==> src/rtl/pc_fetch_unit_if.sv <==
// ---------------------------------------------------------------------------
// pc_fetch_unit_if
// Groups the instruction-memory request/response channel and the decode
// delivery channel of the fetch unit.
//   master : the fetch unit (drives requests and decoded instructions)
//   slave  : memory + decode side (drives ready/response signals)
// Signals:
//   IMemReqValid/IMemReqReady/IMemReqAddr : word fetch request channel
//   IMemRspValid/IMemRspData              : returned instruction word
//   InstrValid/InstrReady/Instr/InstrPC   : FIFO head presented to decode
// ---------------------------------------------------------------------------
interface pc_fetch_unit_if;
  logic        IMemReqValid;
  logic        IMemReqReady;
  logic [63:0] IMemReqAddr;
  logic        IMemRspValid;
  logic [31:0] IMemRspData;
  logic        InstrValid;
  logic        InstrReady;
  logic [31:0] Instr;
  logic [63:0] InstrPC;

  modport master (
    output IMemReqValid,
    output IMemReqAddr,
    input  IMemReqReady,
    input  IMemRspValid,
    input  IMemRspData,
    output InstrValid,
    output Instr,
    output InstrPC,
    input  InstrReady
  );

  modport slave (
    input  IMemReqValid,
    input  IMemReqAddr,
    output IMemReqReady,
    output IMemRspValid,
    output IMemRspData,
    input  InstrValid,
    input  Instr,
    input  InstrPC,
    output InstrReady
  );
endinterface

==> src/rtl/pc_fetch_unit.sv <==
// ---------------------------------------------------------------------------
// pc_fetch_unit
// Instruction-fetch front end for the LEGv8 datapath. Owns the architectural
// PC, issues one word fetch at a time to instruction memory, buffers returned
// words with their PCs in a small FIFO and presents the head to decode.
// A taken branch (redirect) flushes buffered/in-flight instructions and
// restarts fetch at the (word-aligned) target.
// Ports:
//   i_CLK        : clock, rising edge
//   i_Reset_L    : synchronous active-low reset
//   i_StartPC    : PC loaded every cycle reset is asserted
//   i_Redirect   : taken branch
//   i_RedirectPC : branch target (low two bits ignored)
//   o_FetchPC    : current PC register (next address to request)
//   bus          : memory request/response and decode channels (master)
// ---------------------------------------------------------------------------
module pc_fetch_unit #(
  parameter int DEPTH = 2
) (
  input  logic                   i_CLK,
  input  logic                   i_Reset_L,
  input  logic [63:0]            i_StartPC,
  input  logic                   i_Redirect,
  input  logic [63:0]            i_RedirectPC,
  output logic [63:0]            o_FetchPC,
  pc_fetch_unit_if.master        bus
);

  localparam int PW = $clog2(DEPTH);
  localparam int CW = PW + 1;
  localparam logic [CW-1:0] DEPTH_C = CW'(DEPTH);

  // RUN: idle, WAIT: response owed, DRAIN: response owed but to be dropped
  typedef enum logic [1:0] {
    ST_RUN   = 2'd0,
    ST_WAIT  = 2'd1,
    ST_DRAIN = 2'd2
  } state_t;

  state_t        r_state;
  state_t        w_state_nxt;
  logic          r_live;
  logic [63:0]   r_fetch_pc;
  logic [63:0]   w_fetch_pc_nxt;
  logic [63:0]   r_req_pc;
  logic [63:0]   w_req_pc_nxt;
  logic [PW-1:0] r_rd_ptr;
  logic [PW-1:0] w_rd_ptr_nxt;
  logic [PW-1:0] r_wr_ptr;
  logic [PW-1:0] w_wr_ptr_nxt;
  logic [CW-1:0] r_count;
  logic [CW-1:0] w_count_nxt;
  logic [31:0]   r_fifo_instr [DEPTH];
  logic [63:0]   r_fifo_pc    [DEPTH];

  logic          w_req_valid;
  logic          w_req_fire;
  logic          w_push;
  logic          w_pop;
  logic          w_instr_valid;
  logic [63:0]   w_redirect_tgt;

  // r_live keeps the request low for the first cycle after reset releases,
  // so the request valid depends on registers only.
  assign w_req_valid    = r_live && (r_state == ST_RUN) && (r_count < DEPTH_C);
  assign w_req_fire     = w_req_valid && bus.IMemReqReady;
  assign w_instr_valid  = (r_count != {CW{1'b0}});
  assign w_pop          = w_instr_valid && bus.InstrReady;
  // A response that coincides with a redirect is dropped, never buffered.
  assign w_push         = (r_state == ST_WAIT) && bus.IMemRspValid && !i_Redirect;
  assign w_redirect_tgt = i_RedirectPC & ~64'd3;

  assign bus.IMemReqValid = w_req_valid;
  assign bus.IMemReqAddr  = r_fetch_pc;
  assign bus.InstrValid   = w_instr_valid;
  assign bus.Instr        = r_fifo_instr[r_rd_ptr];
  assign bus.InstrPC      = r_fifo_pc[r_rd_ptr];
  assign o_FetchPC        = r_fetch_pc;

  // Next-state, PC and FIFO pointer computation
  always_comb begin
    w_state_nxt    = r_state;
    w_fetch_pc_nxt = r_fetch_pc;
    w_req_pc_nxt   = r_req_pc;
    w_rd_ptr_nxt   = r_rd_ptr;
    w_wr_ptr_nxt   = r_wr_ptr;
    w_count_nxt    = r_count;

    case (r_state)
      ST_RUN: begin
        if (w_req_fire) begin
          w_state_nxt = i_Redirect ? ST_DRAIN : ST_WAIT;
        end else begin
          w_state_nxt = ST_RUN;
        end
      end
      ST_WAIT: begin
        if (bus.IMemRspValid) begin
          w_state_nxt = ST_RUN;
        end else if (i_Redirect) begin
          w_state_nxt = ST_DRAIN;
        end else begin
          w_state_nxt = ST_WAIT;
        end
      end
      ST_DRAIN: begin
        if (bus.IMemRspValid) begin
          w_state_nxt = ST_RUN;
        end else begin
          w_state_nxt = ST_DRAIN;
        end
      end
      default: begin
        w_state_nxt = ST_RUN;
      end
    endcase

    if (w_req_fire) begin
      w_req_pc_nxt = r_fetch_pc;
    end else begin
      w_req_pc_nxt = r_req_pc;
    end

    if (i_Redirect) begin
      // Flush: the head pop this cycle completes implicitly by emptying.
      w_fetch_pc_nxt = w_redirect_tgt;
      w_rd_ptr_nxt   = {PW{1'b0}};
      w_wr_ptr_nxt   = {PW{1'b0}};
      w_count_nxt    = {CW{1'b0}};
    end else begin
      if (w_req_fire) begin
        w_fetch_pc_nxt = r_fetch_pc + 64'd4;
      end else begin
        w_fetch_pc_nxt = r_fetch_pc;
      end
      if (w_push) begin
        w_wr_ptr_nxt = r_wr_ptr + PW'(1);
      end else begin
        w_wr_ptr_nxt = r_wr_ptr;
      end
      if (w_pop) begin
        w_rd_ptr_nxt = r_rd_ptr + PW'(1);
      end else begin
        w_rd_ptr_nxt = r_rd_ptr;
      end
      w_count_nxt = r_count + CW'(w_push) - CW'(w_pop);
    end
  end

  // State, PC and FIFO bookkeeping registers
  always_ff @(posedge i_CLK) begin
    if (!i_Reset_L) begin
      r_state    <= ST_RUN;
      r_live     <= 1'b0;
      r_fetch_pc <= i_StartPC;
      r_req_pc   <= 64'd0;
      r_rd_ptr   <= {PW{1'b0}};
      r_wr_ptr   <= {PW{1'b0}};
      r_count    <= {CW{1'b0}};
    end else begin
      r_state    <= w_state_nxt;
      r_live     <= 1'b1;
      r_fetch_pc <= w_fetch_pc_nxt;
      r_req_pc   <= w_req_pc_nxt;
      r_rd_ptr   <= w_rd_ptr_nxt;
      r_wr_ptr   <= w_wr_ptr_nxt;
      r_count    <= w_count_nxt;
    end
  end

  // FIFO storage; contents are only meaningful where count says so
  always_ff @(posedge i_CLK) begin
    if (i_Reset_L && w_push) begin
      r_fifo_instr[r_wr_ptr] <= bus.IMemRspData;
      r_fifo_pc[r_wr_ptr]    <= r_req_pc;
    end
  end

endmodule

==> src/flat_wrapper.sv <==
// flat-port wrapper written by rule: the top's interface ports become plain ports
module pc_fetch_unit_flat 
#(
  parameter int DEPTH = 2
)
  (i_CLK, i_Reset_L, i_StartPC, i_Redirect, i_RedirectPC, o_FetchPC, bus_IMemReqValid, bus_IMemReqAddr, bus_IMemReqReady, bus_IMemRspValid, bus_IMemRspData, bus_InstrValid, bus_Instr, bus_InstrPC, bus_InstrReady);
  pc_fetch_unit_if bus_i ();
  input  logic i_CLK;
  input  logic i_Reset_L;
  input  logic [63:0] i_StartPC;
  input  logic i_Redirect;
  input  logic [63:0] i_RedirectPC;
  output logic [63:0] o_FetchPC;
  output wire logic [$bits(bus_i.IMemReqValid)-1:0] bus_IMemReqValid;
  output wire logic [$bits(bus_i.IMemReqAddr)-1:0] bus_IMemReqAddr;
  input wire logic [$bits(bus_i.IMemReqReady)-1:0] bus_IMemReqReady;
  input wire logic [$bits(bus_i.IMemRspValid)-1:0] bus_IMemRspValid;
  input wire logic [$bits(bus_i.IMemRspData)-1:0] bus_IMemRspData;
  output wire logic [$bits(bus_i.InstrValid)-1:0] bus_InstrValid;
  output wire logic [$bits(bus_i.Instr)-1:0] bus_Instr;
  output wire logic [$bits(bus_i.InstrPC)-1:0] bus_InstrPC;
  input wire logic [$bits(bus_i.InstrReady)-1:0] bus_InstrReady;
  assign bus_IMemReqValid = bus_i.IMemReqValid;
  assign bus_IMemReqAddr = bus_i.IMemReqAddr;
  assign bus_i.IMemReqReady = bus_IMemReqReady;
  assign bus_i.IMemRspValid = bus_IMemRspValid;
  assign bus_i.IMemRspData = bus_IMemRspData;
  assign bus_InstrValid = bus_i.InstrValid;
  assign bus_Instr = bus_i.Instr;
  assign bus_InstrPC = bus_i.InstrPC;
  assign bus_i.InstrReady = bus_InstrReady;
  pc_fetch_unit #(.DEPTH(DEPTH)) u_core (.i_CLK(i_CLK), .i_Reset_L(i_Reset_L), .i_StartPC(i_StartPC), .i_Redirect(i_Redirect), .i_RedirectPC(i_RedirectPC), .o_FetchPC(o_FetchPC), .bus(bus_i));
endmodule
==> config.mk <==
export PLATFORM = sky130hd
export DESIGN_NAME = pc_fetch_unit_flat
export DESIGN_NICKNAME = d
export VERILOG_FILES = /design/src/rtl/pc_fetch_unit_if.sv /design/src/rtl/pc_fetch_unit.sv /design/src/flat_wrapper.sv
export SDC_FILE = /design/constraint.sdc
export NUM_CORES = 1
export LEC_CHECK = 0
export CORE_MARGIN = 2
export CORE_UTILIZATION = 50
export CTS_CLUSTER_SIZE = 14
export DETAILED_ROUTE_END_ITERATION = 10
export DONT_BUFFER_PORTS = 1
export SETUP_SLACK_MARGIN = 0.1
export SYNTH_ARGS = -nofsm -noshare
export SYNTH_HDL_FRONTEND = slang
export SYNTH_SLANG_ARGS = --single-unit
==> constraint.sdc <==
create_clock -name i_CLK -period 8.8 [get_ports i_CLK]
set_input_delay 0.88 -clock i_CLK [delete_from_list [all_inputs] [get_ports i_CLK]]
set_output_delay 0.88 -clock i_CLK [all_outputs]
set_load 0.005 [all_outputs]
# --- Word-level counts from Yosys, hierarchy flattened ---
# Memory sizes are Yosys's and may differ from the RTL's. A register that Yosys moved wholly into a read port is not among the register bits.
# Index checks and enable logic that the tools add are counted.
totals:
  rom_bits: 0
  n_memories: 2
  latchBits: 0
  inputBits: 166
  ram_bits: 192
  regBits: 135
op_classes:
  mul: 0
  reduce_logical: 11
  shift: 0
  add_sub_neg: 5
  n_div: 0
  n_bitwise: 1
  order_cmp: 1
  n_mux: 15
  n_eq_ne: 3
memory_table:
  columns: ["name", "depth", "width", "read_ports", "rd_clocked_by_memory_dff", "write_ports", "line_no", "text"]
  rows:
  - ["u_core.r_fifo_pc", 2, 64, 1, 1, 1, "pc_fetch_unit.sv:54", "logic [63:0] r_fifo_pc [DEPTH];"]
  - ["u_core.r_fifo_instr", 2, 32, 1, 1, 1, "pc_fetch_unit.sv:53", "logic [31:0] r_fifo_instr [DEPTH];"]
ops:
  columns: ["operator", "n"]
  rows:
  - ["64-bit 2-to-1 mux", 3]
  - ["64-bit by 3-bit adder with 64-bit output (second input constant)", 1]
  - ["2-bit 2-to-1 mux", 4]
  - ["1-bit logical AND", 7]
  - ["1-bit 2-to-1 mux", 7]
  - ["2-bit case mux with 3 select lines", 1]
  - ["3-bit by 1-bit inequality test with 1-bit output (second input constant)", 1]
  - ["1-bit adder (second input constant)", 2]
  - ["2-bit by 1-bit adder with 2-bit output", 1]
  - ["2-bit by 1-bit equality test with 1-bit output (second input constant)", 1]
  - ["2-bit equality test (second input constant)", 1]
  - ["2-bit logical NOT", 1]
  - ["2-bit less-than comparator (second input constant)", 1]
  - ["2-bit nonzero test", 1]
  - ["2-bit OR reduction", 1]
  - ["2-bit by 1-bit subtractor with 2-bit output", 1]
  - ["1-bit logical NOT", 1]
  - ["1-bit inverter", 1]

# --- Depth between registers and ports, before layout ---
# Gate-level depths: netlist of run 1.
logic_depth:
  depth_word: 7
  ltp_mapped: 8
  ltp_nobuf: 8

# --- Least setup slack after synthesis of run 1 ---
# No wires, ideal clock.
synth_timing:
  path_kind: "input to register"
  startpoint: "input port i_Reset_L"
  endpoint: "memory u_core.r_fifo_instr[0][0], enable pin"
  n_path_buf: 3
  cell_stages: 5
  setup_time_ps: 551
  arrival_time_ps: 5853
  setup_slack_ps: 2396
  path_cell_list: "clkbuf_1 buf_1 clkbuf_1 nand2_1 nor2_1"
synth_between:
  elab_chain_len: 3
synth_rtl:
  columns: ["element", "line_no", "text"]
  rows:
  - ["from (decl)", "flat_wrapper.sv:9", "input logic i_Reset_L;"]
  - ["1-bit logical AND", "pc_fetch_unit.sv:173", "if (i_Reset_L && w_push) begin"]
  - ["1-bit 2-to-1 mux", "pc_fetch_unit.sv:173", null]
  - ["1-bit 2-to-1 mux (not written as such)", "pc_fetch_unit.sv:174", "r_fifo_instr[r_wr_ptr] <= bus.IMemRspData;"]
  - ["to (decl)", "pc_fetch_unit.sv:53", null]
# Every way passes these cells.

# --- Worst setup path in the final report of run 1 ---
layout_timing:
  startpoint: "register u_core.r_fetch_pc[3], in the netlist u_core.bus.IMemReqAddr[3]"
  endpoint: "register u_core.r_fetch_pc[56], in the netlist u_core.bus.IMemReqAddr[56], data pin"
layout_between:
  elab_chain_len: 4
layout_rtl:
  columns: ["element", "line_no", "text"]
  rows:
  - ["from (decl)", "pc_fetch_unit.sv:43", "logic [63:0] r_fetch_pc;"]
  - ["from (signal assigned)", "pc_fetch_unit.sv:155", "r_fetch_pc <= i_StartPC;"]
  - ["from (signal assigned)", "pc_fetch_unit.sv:163", "r_fetch_pc <= w_fetch_pc_nxt;"]
  - ["64-bit by 3-bit adder with 64-bit output", "pc_fetch_unit.sv:132", "w_fetch_pc_nxt = r_fetch_pc + 64'd4;"]
  - ["64-bit 2-to-1 mux", "pc_fetch_unit.sv:131", "if (w_req_fire) begin"]
  - ["64-bit 2-to-1 mux", "pc_fetch_unit.sv:124", "if (i_Redirect) begin"]
  - ["64-bit 2-to-1 mux", "pc_fetch_unit.sv:152", "if (!i_Reset_L) begin"]
# Every way passes these cells. The select of a mux whose other input is x is not followed.
# A chain may end at the register's enable or synchronous reset.

==> flow_metrics.env, run 1 <==
export IMPL_status="finished, final reports clean"
export IMPL_die_area_sq_mm=0.0304
export IMPL_drt_met1_wl_microns=14600
export IMPL_max_cap_violations=0
export IMPL_crit_type="flip-flop to flip-flop"
export IMPL_irDropWorstVdd_uv=180
export IMPL_ys_ff_latch=328
export IMPL_ys_warn_count=0
export IMPL_antenna_left=0
export IMPL_cts_hold_buf=0
export IMPL_initial_core_util=0.507
export IMPL_syn_nets=1332
export IMPL_end_kind="flip-flop"
export IMPL_hold_viol_final=0
export IMPL_crit_arrival_ps=3770
export IMPL_fin_ws_ps=5270
export IMPL_htreeDepth=2
export IMPL_wl_met2_microns=16200
export IMPL_gr_total_overflow=0
export IMPL_p_leak_nw=4.91
export IMPL_gr_usage_all_layers=0.228
export IMPL_worstSetupStartpointType="flip-flop"
export IMPL_rrSetupSlack_ps=5270
export IMPL_setup_viol=0
export IMPL_finalCritPeriodShare=0.401
export IMPL_viasPerCell=5.64
export IMPL_grt_max_degree=153
export IMPL_cts_resized_gates=0
export IMPL_syn_inst=1163
export IMPL_routed_top_layer="met5"
export IMPL_required_ps=9040
export IMPL_tritoncts="yes"
export IMPL_fin_tns_setup_ps=0
export IMPL_routedWlPerCell_microns=23.3
export IMPL_core_sq_mm=0.0286
export IMPL_drv_slew=0
export IMPL_firstDrtPassIters=4
export IMPL_routed_wl_microns=35000
export IMPL_dp_hpwl_microns=22300
export IMPL_p_per_area_mw_per_mm2=222
export IMPL_seq_area_frac_synth=0.629
export IMPL_cts_made_buffers=36
export IMPL_rows=62
export IMPL_first_iter_violations=564
export IMPL_die_h_microns=174
export IMPL_rsz0062_at_grt="no"
export IMPL_crit_chain="ha_1 -> nand4_1 -> nor4_2 -> buf_4 -> nand4_1 -> nor4_1 -> xnor2_1 -> o21ai_0"
export IMPL_grt_pass1_wl_microns=52600
export IMPL_met3WireLength_microns=3250
export IMPL_cpPeakStageDelay_ps=970
export IMPL_netlist_area_sq_mm=0.0145
export IMPL_post_route_cells_drive_above_1_share=0.170
export IMPL_max_slew_margin=0.285
export IMPL_cts_sinks=328
export IMPL_synth_area_per_cell_sq_um=12.5
export IMPL_min_path_type="flip-flop to flip-flop"
export IMPL_slowest_stage="nor4_2"
export IMPL_grt_antenna_before_repair=2
export IMPL_area_delta_synth_final_pct=7.21
export IMPL_place_congestion=0.765
export IMPL_cts_setup_buffers=0
export IMPL_layout_nets=1258
export IMPL_ys_types=42
export IMPL_crit_top_cell="nand4_1"
export IMPL_root_buffer="clkbuf_16"
export IMPL_port_buffers=0
export IMPL_clkTransAtPathRegs_ps=60
export IMPL_fill_cells=2426
export IMPL_vias=8465
export IMPL_first_global_vias=8405
export IMPL_fin_crit_ps=3530
export IMPL_fp_dieW_microns=174
export IMPL_worst_slew_pin_slew_ps=1060
export IMPL_holdPathStages=0
export IMPL_cp_max_fo=7
export IMPL_cts_buffer_depth=3
export IMPL_route_detailed_drc=0
export IMPL_post_place_ws_ps=4840
export IMPL_clock_skew_ps=17.8
export IMPL_r2r_cells=8
export IMPL_io_pins=392
export IMPL_insertion_delay_ps=500
export IMPL_max_freq_ghz=0.283
## final cells by class
cell class	count	area, sq um	area share
antenna	1	2.50	0.000161
clock buffer	47	983	0.0632
clock inverter	17	173	0.0111
inverter	27	101	0.00651
multi-input combinational	688	4630	0.298
sequential	328	9130	0.587
tap	384	480	0.0309
timing repair buffer	8	60.1	0.00386
## synthesized netlist by cell type (all sizes together)
cell / n / area, sq um
or3b: 1 / 8.76
o211ai: 1 / 7.51
or2: 2 / 12.5
and4: 6 / 52.6
nor4b: 1 / 8.76
o21a: 1 / 7.51
clkbuf: 51 / 191
nor2: 41 / 154
dfxtp: 72 / 1440
nor3: 7 / 35.0
a221o: 3 / 30.0
o22ai: 16 / 100
nor2b: 36 / 225
buf: 69 / 499
ha: 3 / 37.5
and2: 5 / 31.3
mux2i: 1 / 10.0
edfxtp: 256 / 7690
a21boi: 64 / 480
xor2: 27 / 236
nand2: 160 / 601
nor3b: 2 / 15.0
xnor2: 36 / 315
nor4bb: 1 / 10.0
nor4: 12 / 126
o21ai: 55 / 275
or3: 1 / 11.3
nand4: 22 / 186
and3: 9 / 56.3
inv: 27 / 101
mux2: 107 / 1200
a21oi: 36 / 180
or4: 5 / 41.3
nand3: 27 / 135
## layout by cell type, fill, tap and decap left out, types with 3 or more instances in the layout
master / n
edfxtp_1: 256
nand2_1: 158
mux2_2: 107
dfxtp_1: 71
a21boi_0: 64
o21ai_0: 53
nor2_1: 40
clkbuf_16: 37
nor2b_1: 36
a21oi_1: 36
xnor2_1: 36
nand3_1: 27
xor2_1: 27
inv_1: 27
nand4_1: 17
o22ai_1: 16
and3_1: 8
clkbuf_1: 8
buf_4: 8
nor3_1: 7
nor4_1: 7
and4_1: 6
clkinv_2: 5
clkinvlp_4: 5
or4_1: 4
a221o_1: 3
and2_1: 3
nand4_2: 3
nor4_4: 3
ha_1: 3
bufinv_16: 3
clkinv_1: 3
## critical path: cells and delay by family, from the launching register on
kind / cells / cell delay (ps)
compound gates: 1 / 80
xor+xnor: 1 / 150
fa+ha+maj: 1 / 300
buf+inv: 1 / 290
flops: 1 / 600
simple gates: 4 / 1850
## power by group
| group | internal, mW | total [mW] | switching [mW] |
|---|---|---|---|
| logic | 0.0644 | 0.148 | 0.0840 |
| registers | 1.73 | 1.85 | 0.113 |
| clock network | 0.878 | 1.46 | 0.580 |
## flip-flops by register name (all words and copies together), names as in the netlist, named ones only
register                cells
u_core.r_fifo_instr        64
u_core.r_req_pc            64
u_core.r_count              2
u_core.bus.IMemReqAddr     64
u_core.r_state              2
u_core.r_fifo_pc          128
u_core.r_live               1
u_core.r_wr_ptr             1
u_core.r_rd_ptr             1
## final timing paths
| kind | end | startpoint |
|---|---|---|
| worst min-delay path | u_core.r_fifo_pc[1][37] | u_core.r_req_pc[37] |
| worst min register to register | u_core.r_fifo_pc[1][37] | u_core.r_req_pc[37] |
| worst max-delay path | u_core.bus.IMemReqAddr[56] | u_core.bus.IMemReqAddr[3] |
| worst max register to register | u_core.bus.IMemReqAddr[56] | u_core.bus.IMemReqAddr[3] |
## per-layer routing
metal	GRT usage	vias to the layer above
met1	0.296	4064
met5	0	-
li1	-	3967
met3	0.0733	66
met2	0.367	366
met4	0.0697	2
## metrics by stage
step	util	cell area, sq um	hold WS, ps	total power [mW]	cells
final	0.544	15600	449	3.45	1500
after global routing	0.544	15600	406	3.58	1499
after CTS	0.544	15600	418	3.49	1499
after detailed placement	0.503	14400	439	2.03	1435
after global placement	0.503	14400	429	2.03	1435
after floorplan	-	14500	425	2.00	1163
## cells by family (layout without fill, tap and decap cells)
group,Yosys count,count (layout),synth area share
adders and majority gates,3,3,0.00259
buffers and inverters,147,99,0.0546
muxes,108,108,0.0837
DFF,328,328,0.629
AOI/OAI and AO/OA,176,176,0.0745
other,0,1,0
xor gates and xnor gates,63,63,0.0380
and+or+nand+nor,338,338,0.118
(Power assumes the default switching activity.)
==> inputs of run 2 (changes only) <==
==> constraint.sdc (replaced) <==
create_clock -name i_CLK -period 3.6 [get_ports i_CLK]
set_input_delay 0.36 -clock i_CLK [delete_from_list [all_inputs] [get_ports i_CLK]]
set_output_delay 0.36 -clock i_CLK [all_outputs]
set_load 0.005 [all_outputs]
==> run 2 against run 1 <==
  * Clock skew decreased by 3.9 ps
  * Critical path depth is the same
  * Via count up 3.2%
  * Sequential power rose by 140%
  * Largest power group unchanged
  * Worst hold slack got worse by 440 ps
  * Maximum frequency rose by 21%
  * Combinational power increased to 3.0 times the previous value
  * Clock power rose to 2.5 times the previous value
  * Global-route usage increased by 0.50 points
  * Power grew 150%
  * Largest cell class unchanged
  * Worst setup slack worse by 4600 ps
  * First-iteration DRC count rose by 8.9%
==> flow_metrics.env, run 2 (synthesized netlist as in run 1, its figures left out) <==
export IMPL_status="finished, final reports clean"
export IMPL_post_route_cells_drive_above_1_share=0.173
export IMPL_whs_ps=9.49
export IMPL_cts_sinks=328
export IMPL_viasPerCell=5.63
export IMPL_clock_skew_ps=13.9
export IMPL_final_cell_mix="edfxtp_1 (256), nand2_1 (158), mux2_2 (107)"
export IMPL_routed_top_layer="met5"
export IMPL_die_h_microns=174
export IMPL_port_buffers=0
export IMPL_first_iter_violations=614
export IMPL_pwr_share_comb=0.052
export IMPL_gr_total_overflow=0
export IMPL_startpoint="u_core.bus.IMemReqAddr[3]"
export IMPL_fin_crit_ps=2910
export IMPL_wl_met2_microns=17100
export IMPL_p_per_area_mw_per_mm2=535
export IMPL_routedWlPerCell_microns=23.4
export IMPL_irDropWorstVdd_uv=399
export IMPL_initial_core_util=0.507
export IMPL_end_kind="flip-flop"
export IMPL_antenna_left=0
export IMPL_worstSetupStartpointType="flip-flop"
export IMPL_cp_max_fo=7
export IMPL_min_path_type="input port to flip-flop"
export IMPL_worst_slew_pin_slew_ps=867
export IMPL_r2r_end="u_core.bus.IMemReqAddr[56]"
export IMPL_max_freq_ghz=0.344
export IMPL_fin_tns_setup_ps=0
export IMPL_fill_cells=2394
export IMPL_r2r_cells=8
export IMPL_insertion_delay_ps=520
export IMPL_cts_hold_buf=34
export IMPL_dp_hpwl_microns=23100
export IMPL_area_delta_synth_final_pct=11.0
export IMPL_largest_reg_flops=128
export IMPL_crit_arrival_ps=3160
export IMPL_drt_met1_wl_microns=15300
export IMPL_r2r_start="u_core.bus.IMemReqAddr[3]"
export IMPL_rrSetupSlack_ps=690
export IMPL_core_sq_mm=0.0286
export IMPL_clkTransAtPathRegs_ps=60
export IMPL_grt_antenna_before_repair=8
export IMPL_max_slew_margin=0.422
export IMPL_first_global_vias=8610
export IMPL_crit_top_cell="nand4_1"
export IMPL_max_flop_register="u_core.r_fifo_pc"
export IMPL_cts_buffer_depth=3
export IMPL_power_clock_fraction=0.428
export IMPL_root_buffer="clkbuf_16"
export IMPL_hold_viol_final=0
export IMPL_place_congestion=0.797
export IMPL_required_ps=3850
export IMPL_holdPathStages=1
export IMPL_die_area_sq_mm=0.0304
export IMPL_finalCritPeriodShare=0.807
export IMPL_drv_slew=0
export IMPL_rows=62
export IMPL_setup_viol=0
export IMPL_gr_usage_all_layers=0.233
export IMPL_max_cap_violations=0
export IMPL_p_int_mw=6.69
export IMPL_routed_wl_microns=36300
export IMPL_crit_chain="ha_1 -> nand4_1 -> nor4_2 -> buf_4 -> nand4_1 -> nor4_1 -> xnor2_1 -> o21ai_0"
export IMPL_vias=8738
export IMPL_firstDrtPassIters=5
export IMPL_fp_dieW_microns=174
export IMPL_slowest_stage="edfxtp_1"
export IMPL_swShare=0.224
export IMPL_cpPeakStageDelay_ps=560
export IMPL_tritoncts="yes"
export IMPL_layout_nets=1305
export IMPL_power_switching_mw=1.93
export IMPL_setup_worst_path_end="u_core.bus.IMemReqAddr[56]"
export IMPL_met3WireLength_microns=2890
export IMPL_route_detailed_drc=0
export IMPL_layout_commonest_cell="edfxtp_1"
export IMPL_htreeDepth=2
export IMPL_utilization=0.563
export IMPL_p_leak_nw=5.17
export IMPL_crit_type="flip-flop to flip-flop"
export IMPL_p_seq_frac=0.520
export IMPL_io_pins=392
export IMPL_grt_pass1_wl_microns=53500
export IMPL_grt_max_degree=142
export IMPL_cts_setup_buffers=0
export IMPL_cts_resized_gates=0
export IMPL_cts_made_buffers=36
export IMPL_rsz0062_at_grt="no"
[run 2: cell count changes in the layout (fill, tap and decap cells not counted)]
cell,delta
buf_12,+5
buf_4,+7
clkbuf_1,+3
clkbuf_16,+1
clkbuf_8,+3
clkinv_1,-1
clkinv_4,-1
clkinvlp_4,-5
diode_2,+2
dlygate4sd3_1,+35
inv_6,+2
[run 2: layer usage]
layer  global-route usage  vias up
li1                     -     4060
met1                0.303     4233
met2                0.376      367
met3               0.0700       70
met4               0.0746        8
met5                    0        -
[run 2: power by group through the flow]
stage	registers, mW	logic [mW]	clock network (mW)
after floorplan	4.47	0.426	0
after global placement	4.56	0.405	0
after detailed placement	4.57	0.411	0
after CTS	4.49	0.453	3.77
after global routing	4.51	0.501	3.91
final	4.49	0.448	3.69
[run 2: worst min path at each step]
stage / from / endpoint / slack (ps)
6_report: i_Reset_L / u_core.r_req_pc[52] / 9
5_1_grt: i_Reset_L / u_core.r_req_pc[52] / 1
4_1_cts: i_Reset_L / u_core.r_req_pc[42] / 0.7
3_5_place_dp: i_Reset_L / u_core.r_live / 420
3_3_place_gp: i_Reset_L / u_core.r_live / 420
2_1_floorplan: i_Reset_L / u_core.r_live / 390
[run 2: final cells by class]
type / count / area, sq um / share of cell area
Tap cell: 384 / 480 / 0.0298
Clock buffer: 54 / 1060 / 0.0658
Sequential cell: 328 / 9130 / 0.567
Clock inverter: 12 / 140 / 0.00869
Inverter: 27 / 101 / 0.00629
Timing Repair Buffer: 55 / 563 / 0.0349
Multi-Input combinational cell: 688 / 4630 / 0.287
Antenna cell: 3 / 7.51 / 0.000466
[run 2: through the flow]
| step | setup WS (ps) | area (sq um) | std cells | power, mW |
|---|---|---|---|---|
| after floorplan | 361 | 14500 | 1163 | 4.89 |
| after global placement | 659 | 14600 | 1447 | 4.96 |
| after detailed placement | 612 | 14600 | 1447 | 4.98 |
| after CTS | 601 | 16100 | 1547 | 8.70 |
| after global routing | 363 | 16100 | 1550 | 8.92 |
| final | 694 | 16100 | 1551 | 8.63 |
[run 2: critical path, delay by kind of cell (launching register included)]
kind / cells / cell delay, ps
AO/OA/AOI/OAI: 1 / 90
XOR/XNOR: 1 / 150
adder cells (fa/ha/maj): 1 / 290
buffers and inverters: 1 / 220
flip-flops: 1 / 560
AND/OR/NAND/NOR: 4 / 1330
